===== src/rtl/serial_tx_scheduler.sv =====
// ============================================================================
// serial_tx_scheduler
//
// Round-robin arbiter and serializer controller for the filter's 12-bit output
// shift register. Channels hand over finished words with valid/ready; the
// granted word is loaded into the shift register and then shifted out MSB
// first. Each bit is held for CLK_DIV cycles, and GAP_CYCLES idle cycles
// follow every frame.
//
// Parameters:
//   NUM_CH      number of requesting channels (2..8)
//   CLK_DIV     clk cycles per serial bit (>= 1)
//   GAP_CYCLES  idle cycles after each frame (>= 0)
//
// Ports:
//   clk         system clock, all logic on posedge
//   rst         synchronous active-high reset
//   ch_data     channel c word at [12c+11:12c]
//   ch_valid    channel c has a word pending
//   ch_ready    one-hot accept pulse (word moves when valid & ready)
//   load_data   shift register parallel load
//   shift       shift register rotate-left
//   data_in     word presented to the shift register during a load
//   ch_id       channel whose word is being serialized
//   frame_sync  high during the first bit period of a frame
//   bit_strobe  high on the last cycle of each bit period
//   busy        high whenever the controller is not idle
// ============================================================================
module serial_tx_scheduler #(
    parameter int NUM_CH     = 2,
    parameter int CLK_DIV    = 4,
    parameter int GAP_CYCLES = 2,
    localparam int CH_W      = (NUM_CH > 1) ? $clog2(NUM_CH) : 1
) (
    input  logic                   clk,
    input  logic                   rst,
    input  logic [NUM_CH*12-1:0]   ch_data,
    input  logic [NUM_CH-1:0]      ch_valid,
    output logic [NUM_CH-1:0]      ch_ready,
    output logic                   load_data,
    output logic                   shift,
    output logic [11:0]            data_in,
    output logic [CH_W-1:0]        ch_id,
    output logic                   frame_sync,
    output logic                   bit_strobe,
    output logic                   busy
);

    localparam int DIV_W = (CLK_DIV > 1) ? $clog2(CLK_DIV) : 1;
    localparam int GAP_W = (GAP_CYCLES > 1) ? $clog2(GAP_CYCLES) : 1;
    localparam logic [DIV_W-1:0] DIV_LAST = DIV_W'(CLK_DIV - 1);
    localparam logic [GAP_W-1:0] GAP_LAST = GAP_W'((GAP_CYCLES > 0) ? GAP_CYCLES - 1 : 0);
    localparam logic [CH_W-1:0]  CH_LAST  = CH_W'(NUM_CH - 1);

    typedef enum logic [1:0] {
        IDLE,
        SEND,
        GAP
    } state_t;

    state_t            state_q, state_d;
    logic [CH_W-1:0]   rr_ptr_q, rr_ptr_d;
    logic [CH_W-1:0]   ch_id_q, ch_id_d;
    logic [DIV_W-1:0]  div_cnt_q, div_cnt_d;
    logic [3:0]        bit_cnt_q, bit_cnt_d;
    logic [GAP_W-1:0]  gap_cnt_q, gap_cnt_d;

    logic [NUM_CH-1:0] ready_c;
    logic              load_c;
    logic              shift_c;
    logic              strobe_c;
    logic [11:0]       data_c;
    logic              found;
    logic [CH_W-1:0]   grant;

    always_ff @(posedge clk) begin
        if (rst) begin
            state_q   <= IDLE;
            rr_ptr_q  <= '0;
            ch_id_q   <= '0;
            div_cnt_q <= '0;
            bit_cnt_q <= '0;
            gap_cnt_q <= '0;
        end else begin
            state_q   <= state_d;
            rr_ptr_q  <= rr_ptr_d;
            ch_id_q   <= ch_id_d;
            div_cnt_q <= div_cnt_d;
            bit_cnt_q <= bit_cnt_d;
            gap_cnt_q <= gap_cnt_d;
        end
    end

    // Round-robin search starts at rr_ptr and wraps, so the channel after the
    // last grant gets first chance. The grant, ready pulse and load are all
    // decided in the same IDLE cycle.
    always_comb begin
        logic [CH_W-1:0] idx;

        state_d   = state_q;
        rr_ptr_d  = rr_ptr_q;
        ch_id_d   = ch_id_q;
        div_cnt_d = div_cnt_q;
        bit_cnt_d = bit_cnt_q;
        gap_cnt_d = gap_cnt_q;
        ready_c   = '0;
        load_c    = 1'b0;
        shift_c   = 1'b0;
        strobe_c  = 1'b0;
        data_c    = '0;
        found     = 1'b0;
        grant     = '0;
        idx       = '0;

        for (int i = 0; i < NUM_CH; i++) begin
            idx = CH_W'((int'(rr_ptr_q) + i) % NUM_CH);
            if (!found && ch_valid[idx]) begin
                found = 1'b1;
                grant = idx;
            end
        end

        case (state_q)
            IDLE: begin
                if (found) begin
                    ready_c[grant] = 1'b1;
                    load_c         = 1'b1;
                    data_c         = ch_data[int'(grant)*12 +: 12];
                    ch_id_d        = grant;
                    rr_ptr_d       = (grant == CH_LAST) ? '0 : grant + CH_W'(1);
                    div_cnt_d      = '0;
                    bit_cnt_d      = '0;
                    gap_cnt_d      = '0;
                    state_d        = SEND;
                end
            end

            // The final bit gets its strobe but no shift; the register keeps
            // presenting bit 0 of the word until the next load.
            SEND: begin
                if (div_cnt_q == DIV_LAST) begin
                    strobe_c = 1'b1;
                    if (bit_cnt_q != 4'd11) begin
                        shift_c   = 1'b1;
                        bit_cnt_d = bit_cnt_q + 4'd1;
                        div_cnt_d = '0;
                    end else begin
                        gap_cnt_d = '0;
                        state_d   = (GAP_CYCLES == 0) ? IDLE : GAP;
                    end
                end else begin
                    div_cnt_d = div_cnt_q + DIV_W'(1);
                end
            end

            GAP: begin
                if (gap_cnt_q == GAP_LAST) begin
                    state_d = IDLE;
                end else begin
                    gap_cnt_d = gap_cnt_q + GAP_W'(1);
                end
            end

            default: begin
                state_d = IDLE;
            end
        endcase
    end

    // Every output, including the combinational handshake path, is forced
    // low while rst is high so nothing is accepted in the reset cycle.
    assign ch_ready   = rst ? '0 : ready_c;
    assign load_data  = !rst && load_c;
    assign shift      = !rst && shift_c;
    assign data_in    = rst ? '0 : data_c;
    assign ch_id      = rst ? '0 : ch_id_q;
    assign bit_strobe = !rst && strobe_c;
    assign frame_sync = !rst && (state_q == SEND) && (bit_cnt_q == 4'd0);
    assign busy       = !rst && (state_q != IDLE);

endmodule


===== config.mk =====
export PLATFORM = sky130hd
export DESIGN_NAME = serial_tx_scheduler
export DESIGN_NICKNAME = d
export VERILOG_FILES = /design/src/rtl/serial_tx_scheduler.sv
export SDC_FILE = /design/constraint.sdc
export NUM_CORES = 1
export LEC_CHECK = 0
export ABC_AREA = 0
export BUFFER_PORTS_ARGS = -buffer_cell sky130_fd_sc_hd__buf_2
export CAP_MARGIN = 30
export CORE_MARGIN = 10
export CORE_UTILIZATION = 41
export DETAILED_ROUTE_END_ITERATION = 10
export GPL_ROUTABILITY_DRIVEN = 0
export PLACE_DENSITY_LB_ADDON = 0.15
export SYNTH_ARGS = -nofsm -noshare
export SYNTH_HDL_FRONTEND = slang
export SYNTH_SLANG_ARGS = --single-unit

===== constraint.sdc =====
create_clock -name clk -period 1.79 [get_ports clk]
set_input_delay 0.179 -clock clk [delete_from_list [all_inputs] [get_ports clk]]
set_output_delay 0.179 -clock clk [all_outputs]
set_load 0.05 [all_outputs]

==> metrics.md, run 1 <==
| Metric | Value |
|---|---|
| Status | `completed` |
| Synth warn | `0` |
| Vias in the first global route | `800` |
| CP arrival | `~1.6 ns` |
| PD cells | `~600 nW/µm²` |
| Most frequent cells in the layout | `buf_2, a22o_1, buf_4` |
| DRC | `0` |
| First-pass GRT wire length | `approximately 3.8 mm` |
| Cell variety after synth | `33` |
| DRT antenna net count | `0` |
| Worst setup margin | `0.05129 ns` |
| Final HPWL DP | `1.856 mm` |
| PortBufs | `47` |
| Net count after synthesis | `between 100 and 150` |
| RSZ-0062 raised after global routing | `true` |
| Tot GR Track Use | `about 12%` |
| R2R depth | `4` |
| Core ar. | `between 1500 and 2000 µm²` |
| Power, Total | `0.0006624 W` |
| Fmax achieved | `575.1 MHz` |
| Worst-path clk slew | `about 0.07 ns` |
| Post-synth top area cell | `dfxtp_1` |
| Count of final setup violators | `0` |
| Type of the worst min-delay path | `input pin to flop` |
| Iteration-0 DRC Markers | `23` |
| Syn_area_per_cell | `8.417 µm²` |
| Fin Setup TNS | `0 ns` |
| Switching part of the total power | `between 30% and 40%` |
| Fin cells | `163` |
| Root buf cell | `clkbuf_4` |
| GR Overflow Total | `0` |
| Sequential share of the synthesized area | `29.73%` |
| Post-CTS Setup Bufs | `0` |
| Combinational Power Share | `34.1%` |
| Hold Path Depth | `2` |
| Commonest non-fill, non-tap cell in the layout | `buf_2` |
| Sw power | `0.0002366 W` |
| TritonCTS Buffers | `3` |
| Placed inst area | `~990 µm²` |
| Hold buffer count at CTS | `0` |
| DR vias/cell | `roughly 5.4` |
| WL final | `2.479 mm` |
| Headroom to the max-slew limit | `74.25%` |
| WS Path Type | `flop to output pin` |
| Detailed-router iteration count before antenna repair | `4` |
| Sequential Power Share | `~40%` |
| Yosys top cell area share | `slightly below 30%` |
| Worst EP required | `1.61 ns` |
| Synth Instances | `88` |
| CTS tree | `built` |
| Synth Cell Area | `between 700 and 800 µm²` |
| Initial antenna violation count | `0` |
| H-tree Lvls | `1` |
| Setup Skew | `0.003378 ns` |
| Crit. End Element | `output pin` |
| Final worst-path cycle share | `97.13%` |
| Layout area overhead | `47.30%` |
| Synth area leaders | `dfxtp_1, a22o_1, ha_1, nor2_1, nand2_1` |
| Number of I/O pins | `48` |
| Final net count | `170` |
| Site Rows | `15` |
| ANT cells | `0` |
| Clk buf depth | `2` |
| R2r endpoint | `bit_cnt_q[0]$_SDFFE_PP0P_` |
| Internal power | `0.0004258 W` |
| Die Wd | `62.51 µm` |
| Largest net degree at the start of global routing | `15` |
| Wire per inst | `15.21 µm` |
| Worst Tran Pin Value | `around 0.38 ns` |
| Clock power share | `26.3%` |
| Hold endpoint | `rr_ptr_q$_SDFFE_PP0P_` |
| CP max FO | `7` |
| Die ar. | `3907 µm²` |
| Initial core utilization | `42.90%` |
| Max-slew violation count | `0` |
| Worst-Skew Late Latency | `0.27 ns` |
| Clk sink count | `11` |
| Fin. Hold Viols | `0` |
| Worst vdd ir | `0.4674 mV` |
| Max-cap viol count | `0` |
| Hold Startpoint | `rst` |
| Reg2Reg Setup Slack | `0.43 ns` |
| Placed cells | `157` |
| Crit Reg-Reg Startpoint | `bit_cnt_q[0]$_SDFFE_PP0P_` |
| Critical Path Source Type | `flop` |
| Crit path time final | `1.739 ns` |
| Design area | `1091 µm²` |
| Lkg Pwr | `0.5526 nW` |
| Chip height | `62.51 µm` |
| Layout cells sized above 1 | `between 40% and 50%` |
| Via count | `876` |
| Pre-CTS setup slack | `0.06052 ns` |
| #FFs+latches synth | `11` |
[flip-flops by register name, summed over array words and instances (netlist names)]
register,cells
bit_cnt_q,4
div_cnt_q,2
state_q,2
ch_id_q,1
gap_cnt_q,1
rr_ptr_q,1
[layout make-up]
type	instances	area, µm²
inverters	5	18.77
well taps	25	31.28
clock buffers	4	26.28
fillers	168	635.6
multi-input cells	69	504.2
flip-flops and latches	11	222.7
repair buffers	49	287.8
[cells in the mapped netlist, drive strengths merged]
| library cell | n |
|---|---|
| a22o | 14 |
| dfxtp | 11 |
| nor2 | 8 |
| nand2 | 6 |
| buf | 5 |
| inv | 5 |
| a21oi | 4 |
| and3 | 4 |
| nand3 | 4 |
| ha | 3 |
| a21o | 2 |
| and2 | 2 |
| nand2b | 2 |
| nor2b | 2 |
| nor3 | 2 |
| or2 | 2 |
| a2111oi | 1 |
| a221o | 1 |
| a311oi | 1 |
| a32o | 1 |
| a32oi | 1 |
| mux2 | 1 |
| nand3b | 1 |
| nand4b | 1 |
| nor3b | 1 |
| o21ai | 1 |
| o22ai | 1 |
| o2bb2ai | 1 |
[how the worst max path moves through the flow]
stage                 end  slack [ns]  cells after the start               startpoint
3_5_place_dp   data_in[2]        0.06                      4  state_q[0]$_SDFFE_PP0P_
6_report       data_in[6]        0.05                      4  state_q[0]$_SDFFE_PP0P_
2_1_floorplan  data_in[0]        0.06                      6  state_q[0]$_SDFFE_PP0P_
3_3_place_gp   data_in[6]        0.12                      4  state_q[1]$_SDFFE_PP0P_
5_1_grt        data_in[6]       -0.04                      4  state_q[0]$_SDFFE_PP0P_
4_1_cts        data_in[2]        0.01                      4  state_q[1]$_SDFFE_PP0P_
[power by group through the flow]
stage	sequential [W]	combinational (W)	clock, W
final	0.000262	0.000226	0.000175
after detailed placement	0.000267	0.000203	0
after floorplan	0.000263	0.000145	0
after CTS	0.000261	0.000217	0.000177
after global placement	0.000266	0.000201	0
after global routing	0.000264	0.000240	0.000189
[layer usage]
layer | share of wire, % | wire length [µm] | GRT usage (%) | vias to the layer above
li1 | - | - | - | 436
met1 | 41 | 1024 | 11.28 | 419
met2 | 54 | 1334 | 21.54 | 19
met3 | 4.2 | 104 | 4.839 | 2
met4 | 0.61 | 15 | 3.073 | 0
met5 | 0 | 0 | 0 | -
[repair_timing]
item                                   in CTS  in global routing
setup endpoints to repair                  14                 17
gates cloned                                0                  2
resized for setup                          16                  5
pin swaps                                   0                  3
endpoints found under the hold margin       0                  0
[through the flow]
step | utilization, % | hold slack [ns]
after floorplan | - | 0.2951
after global placement | 57.25 | 0.4252
after detailed placement | 57.25 | 0.4318
after CTS | 61.38 | 0.1365
after global routing | 63.19 | 0.1649
final | 63.19 | 0.1612
[worst max-delay path, cell delays in order (launching register included)]
cell and delay, ns:
dfxtp_2 0.37, nor3_4 0.27, and3_2 0.30, a22o_1 0.16, buf_4 0.19
[kinds of logic (layout without fill, tap and decap cells)]
kind of cell               after synthesis  after routing  synth area share, %
muxes                                    1              1                1.520
adders and majority gates                3              3                5.068
DFF                                     11             11                29.73
buffers and inverters                   10             58                7.095
AOI/OAI and AO/OA                       28             28                30.24
and+or+nand+nor                         35             37                26.35
Power figures use the tool's default switching activity.
==> inputs of run 2 (changes only) <==
REMOVE_ABC_BUFFERS = 1   (was default)
==> metrics.md, run 2 (same netlist as run 1, synthesis figures left out) <==
| Metric | Value |
|---|---|
| DR vias/cell | `5.370 (about the same)` |
| Detailed-router iteration count before antenna repair | `4 (unchanged)` |
| Vias in the first global route | `786 (-1.8%)` |
| Pre-CTS setup slack | `0.03904 ns (-0.02149 ns)` |
| H-tree Lvls | `1 (unchanged)` |
| Count of final setup violators | `0 (unchanged)` |
| Largest net degree at the start of global routing | `15 (unchanged)` |
| Chip height | `62.51 µm (unchanged)` |
| Final HPWL DP | `1.817 mm (-2.1%)` |
| Root buf cell | `clkbuf_4` |
| GR Overflow Total | `0 (unchanged)` |
| Core ar. | `1727 µm² (unchanged)` |
| Filler instances | `162 (-3.6%)` |
| CP max FO | `7 (unchanged)` |
| Type of the worst min-delay path | `input pin to flop` |
| Fmax achieved | `582.9 MHz (+1.4%)` |
| CTS tree | `built` |
| Number of I/O pins | `48 (unchanged)` |
| Largest reg by FF count | `bit_cnt_q` |
| First-pass GRT wire length | `3.712 mm (-1.5%)` |
| Site Rows | `15 (unchanged)` |
| Largest register FFs | `4 (unchanged)` |
| Fin. Hold Viols | `0 (unchanged)` |
| Initial core utilization | `42.90% (unchanged)` |
| Crit. End Element | `output pin` |
| Die ar. | `3907 µm² (unchanged)` |
| Lkg Pwr | `0.5485 nW (-0.74%)` |
| Worst vdd ir | `0.4657 mV (-0.35%)` |
| Commonest non-fill, non-tap cell in the layout | `buf_2` |
| CP arrival | `1.54 ns (-0.02 ns)` |
| ANT cells | `0 (unchanged)` |
| Final net count | `169 (-0.59%)` |
| Max-slew violation count | `0 (unchanged)` |
| WL final | `2.640 mm (+6.5%)` |
| Setup Skew | `0.001327 ns (-0.002051 ns)` |
| Clk sink count | `11 (unchanged)` |
| Critical Path Source Type | `flop` |
| Headroom to the max-slew limit | `74.25% (about the same)` |
| Hold Slack | `0.1978 ns (+0.03662 ns)` |
| DRT antenna net count | `0 (unchanged)` |
| WS Path Type | `flop to output pin` |
| Final worst-path cycle share | `95.84% (-1.3 points)` |
| Layout area overhead | `50.00%` |
| PortBufs | `47 (unchanged)` |
| Crit path time final | `1.716 ns (-0.02320 ns)` |
| RSZ-0062 raised after global routing | `true` |
| Wire per inst | `16.30 µm (+7.2%)` |
| Clk buf depth | `2 (unchanged)` |
| Biggest regs | `bit_cnt_q x4, div_cnt_q x2, state_q x2` |
| Worst EP required | `1.61 ns (about the same)` |
| Worst-path clk slew | `0.07 ns (about the same)` |
| Initial antenna violation count | `0 (unchanged)` |
| Worst setup margin | `0.07448 ns (+0.02320 ns)` |
| Most frequent cells in the layout | `buf_2, a22o_1, dfxtp_1` |
| Iteration-0 DRC Markers | `16 (-30%)` |
| DRC | `0 (unchanged)` |
| Worst Tran Pin Value | `0.3849 ns (+0.00007176 ns)` |
| Tot GR Track Use | `11.52% (unchanged)` |
| Layout cells sized above 1 | `44.53% (-0.40 points)` |
| Die Wd | `62.51 µm (unchanged)` |
| TritonCTS Buffers | `3 (unchanged)` |
| PD cells | `595.4 nW/µm² (-1.9%)` |
| Worst-Skew Late Latency | `0.27 ns (about the same)` |
| Hold buffer count at CTS | `0 (unchanged)` |
| Status | `completed` |
| Max-cap viol count | `0 (unchanged)` |
| Via count | `870 (-0.68%)` |
==> run 2: cell count changes in the layout (fill, tap and decap cells not counted) <==
cell | before | now
buf_2 | 35 | 34
buf_4 | 12 | 7
clkbuf_4 | 3 | 4
and3_2 | 2 | 0
dfxtp_4 | 0 | 1
and3_4 | 2 | 4
buf_6 | 2 | 6
dfxtp_2 | 2 | 1
==> run 2: worst paths after layout <==
| path | depth (start not counted) | endpoint | from | slack, ns |
|---|---|---|---|---|
| worst max register to register | 5 | bit_cnt_q[0]$_SDFFE_PP0P_ | bit_cnt_q[0]$_SDFFE_PP0P_ | 0.40 |
| worst min-delay path | 2 | rr_ptr_q$_SDFFE_PP0P_ | ch_valid[1] | 0.20 |
| worst max-delay path | 4 | data_in[9] | state_q[0]$_SDFFE_PP0P_ | 0.07 |
| worst min register to register | 1 | div_cnt_q[1]$_SDFFE_PP0P_ | div_cnt_q[1]$_SDFFE_PP0P_ | 0.47 |
==> run 2: timing repair <==
item,in CTS,in global routing
gates cloned,0,2
resized for setup,17,12
setup endpoints to repair,16,15
pin swaps,0,4
setup buffers,0,1
endpoints found under the hold margin,0,0
==> run 2: critical path, stage by stage, from the launching register on <==
cell and delay [ns]:
dfxtp_4 0.37, nor3_4 0.26, and3_4 0.28, a22o_1 0.16, buf_4 0.20
==> run 2: layout make-up <==
cell class                 instances  area [µm²]  area share [%]
inverter                           5       18.77           1.689
clock buffer                       4       26.28           2.365
timing repair buffer              48       297.8           26.80
sequential                        11       225.2           20.27
tap                               25       31.28           2.815
multi-input combinational         69       511.7           46.06
==> run 2: power breakdown <==
| part | switching [W] | internal (W) | leakage [nW] |
|---|---|---|---|
| Sequential | 0.00000756 | 0.000253 | 0.0907 |
| Clock | 0.0000821 | 0.0000863 | 0.0150 |
| Combinational | 0.000144 | 0.0000885 | 0.443 |
==> run 2: per-stage QoR <==
step	total power, W	setup TNS [ns]	utilization, %	instance area, µm²	cells
6_report	0.0006616	0	64.35	1111	162
5_1_grt	0.0006992	-0.002737	64.35	1111	162
4_1_cts	0.0006514	0	60.58	1046	159
3_5_place_dp	0.0004654	0	56.38	973.4	155
3_3_place_gp	0.0004637	0	56.38	973.4	155
2_1_floorplan	0.0003995	-2.492	-	706.9	83
==> run 2: metal layers <==
layer | track usage, % | vias to the layer above | routed length, µm
li1 | - | 431 | -
met1 | 11.08 | 412 | 979
met2 | 22.18 | 25 | 1519
met3 | 4.301 | 2 | 128
met4 | 3.073 | 0 | 13
met5 | 0 | - | 0
==> inputs of run 3 (changes only) <==
ABC_CLOCK_PERIOD_IN_PS = 1790   (was default)
CORE_MARGIN = default   (was 10)
SETUP_SLACK_MARGIN = 0.1   (was default)
==> metrics.md, run 3 (same netlist as run 1, synthesis figures left out) <==
| Metric | Value |
|---|---|
| Largest reg by FF count | `bit_cnt_q` |
| Clk buf depth | `2 (unchanged)` |
| Sequential Power Share | `38.6% (-0.8 points)` |
| Hold Startpoint | `ch_valid[1]` |
| Wire per inst | `12.55 µm (-23%)` |
| WS Path Type | `flop to output pin` |
| Power, Total | `0.0006713 W (+1.5%)` |
| DRC | `0 (unchanged)` |
| GR peak layer | `met2` |
| Hold endpoint | `rr_ptr_q$_SDFFE_PP0P_` |
| WL final | `2.045 mm (-23%)` |
| H-tree Lvls | `1 (unchanged)` |
| Worst-path clk slew | `0.08 ns (about the same)` |
| Vias in the first global route | `785 (-0.13%)` |
| Worst Tran Pin Value | `0.3764 ns (-0.008520 ns)` |
| ANT cells | `0 (unchanged)` |
| Crit. End Element | `output pin` |
| Crit Reg-Reg Startpoint | `div_cnt_q[0]$_SDFFE_PP0P_` |
| Final net count | `171 (+1.2%)` |
| Max-slew violation count | `0 (unchanged)` |
| PortBufs | `47 (unchanged)` |
| Number of I/O pins | `48 (unchanged)` |
| Die Wd | `44.51 µm (-29%)` |
| R2r endpoint | `state_q[0]$_SDFFE_PP0P_` |
| Clock power share | `26.4% (+0.9 points)` |
| CP arrival | `1.52 ns (-0.02 ns)` |
| Worst-Skew Late Latency | `0.28 ns (about the same)` |
| Met2 Track Usage GR | `39.71% (+18 points)` |
| RSZ-0062 raised after global routing | `true` |
| Detailed-router iteration count before antenna repair | `4 (unchanged)` |
| Core ar. | `1594 µm² (-7.7%)` |
| Final worst-path cycle share | `94.80% (-1.0 points)` |
| Sw power | `0.0002388 W (+2.3%)` |
| Layout cells sized above 1 | `47.48% (+3.0 points)` |
| Worst EP required | `1.61 ns (about the same)` |
| Setup Skew | `0.01080 ns (+0.009471 ns)` |
| Max-cap viol count | `0 (unchanged)` |
| Most frequent cells in the layout | `buf_2, a22o_1, buf_6` |
| Initial core utilization | `46.47% (+3.6 points)` |
| Fmax achieved | `589.3 MHz (+1.1%)` |
| Root buf cell | `clkbuf_4` |
| CP max FO | `7 (unchanged)` |
| Worst vdd ir | `0.2920 mV (-37%)` |
| Switching part of the total power | `35.56% (+0.29 points)` |
| Status | `completed` |
| TritonCTS Buffers | `3 (unchanged)` |
| Layout area overhead | `56.76%` |
| Crit path time final | `1.697 ns (-0.01862 ns)` |
| Global routing usage on met1 | `23.89% (+13 points)` |
| DR vias/cell | `5.350 (-0.39%)` |
| Largest register FFs | `4 (unchanged)` |
| Lkg Pwr | `0.5635 nW (+2.7%)` |
| Internal power | `0.0004326 W (+1.0%)` |
| Critical Path Source Type | `flop` |
| Fin Setup TNS | `0 ns (unchanged)` |
| Die ar. | `1981 µm² (-49%)` |
| Count of final setup violators | `0 (unchanged)` |
| Clk sink count | `11 (unchanged)` |
| Reg2Reg Setup Slack | `0.44 ns (+0.04 ns)` |
| Combinational Power Share | `34.9% (-0.2 points)` |
| Hold Path Depth | `2 (unchanged)` |
| R2R depth | `4 (-1)` |
| Initial antenna violation count | `0 (unchanged)` |
| Biggest regs | `bit_cnt_q x4, div_cnt_q x2, state_q x2` |
| Via count | `872 (+0.23%)` |
| DRT antenna net count | `0 (unchanged)` |
| Final HPWL DP | `1.421 mm (-22%)` |
| GRT met3 Usage | `6.122% (+1.8 points)` |
| Largest net degree at the start of global routing | `14 (-1)` |
| CTS tree | `built` |
| Headroom to the max-slew limit | `74.82% (+0.57 points)` |
| Iteration-0 DRC Markers | `18 (+2)` |
| PD cells | `578.2 nW/µm² (-2.9%)` |
| First-pass GRT wire length | `3.215 mm (-13%)` |
| Tot GR Track Use | `22.17% (+11 points)` |
| Fin. Hold Viols | `0 (unchanged)` |
| GR Overflow Total | `0 (unchanged)` |
| Type of the worst min-delay path | `input pin to flop` |
| Site Rows | `14 (-1)` |
| Chip height | `44.51 µm (-29%)` |
| Commonest non-fill, non-tap cell in the layout | `buf_2` |
run 3: worst max-delay path by stage:
stage	depth (start not counted)	startpoint	slack, ns	to
finish	5	state_q[0]$_SDFFE_PP0P_	0.09	data_in[2]
global route	5	state_q[0]$_SDFFE_PP0P_	0.02	data_in[7]
global placement	5	state_q[0]$_SDFFE_PP0P_	0.24	data_in[7]
floorplan	3	state_q[0]$_SDFFE_PP0P_	-0.21	data_in[0]
detailed placement	4	state_q[0]$_SDFFE_PP0P_	0.22	data_in[7]
CTS	5	state_q[1]$_SDFFE_PP0P_	0.11	data_in[6]
run 3: final cells by class:
type,instances,area (µm²)
Fill cell,113,432.9
Timing Repair Buffer,52,360.3
Sequential cell,11,229.0
Inverter,5,18.77
Tap cell,24,30.03
Clock buffer,4,26.28
Multi-Input combinational cell,67,496.7
run 3: worst max-delay path, stage by stage (launching register included):
cell	delay, ns
dfxtp_4	0.37
nor3_4	0.19
and3_4	0.23
buf_6	0.12
a22o_1	0.17
buf_6	0.17
run 3: power by group through the flow:
stage	Clock (W)	Sequential (W)	Combinational (W)
6_report	0.000177	0.000259	0.000234
5_1_grt	0.000196	0.000261	0.000248
4_1_cts	0.000179	0.000260	0.000223
3_5_place_dp	0	0.000267	0.000198
3_3_place_gp	0	0.000267	0.000196
2_1_floorplan	0	0.000266	0.000134
run 3: layer usage:
metal,wire [µm],share of wire [%]
met4,29,1.4
met2,1079,53
met5,0,0
met3,151,7.4
met1,785,38
run 3: stage by stage:
step	utilization, %	cell area, µm²	hold slack (ns)	worst slack (ns)	instances
floorplan	-	706.9	0.2481	-0.2077	83
global route	72.84	1161	0.1656	0.01876	163
detailed placement	61.46	979.7	0.4451	0.2224	155
global placement	61.46	979.7	0.4406	0.2365	155
CTS	69.86	1114	0.1530	0.1077	162
finish	72.84	1161	0.1625	0.09311	163
run 3: timing repair:
action / CTS / global route
buffers inserted: 2 / 1
endpoints found under the setup margin: 17 / 15
pin swaps: 2 / 14
hold buffers: 0 / 0
gates cloned: 1 / 0
gates resized for setup: 28 / 13
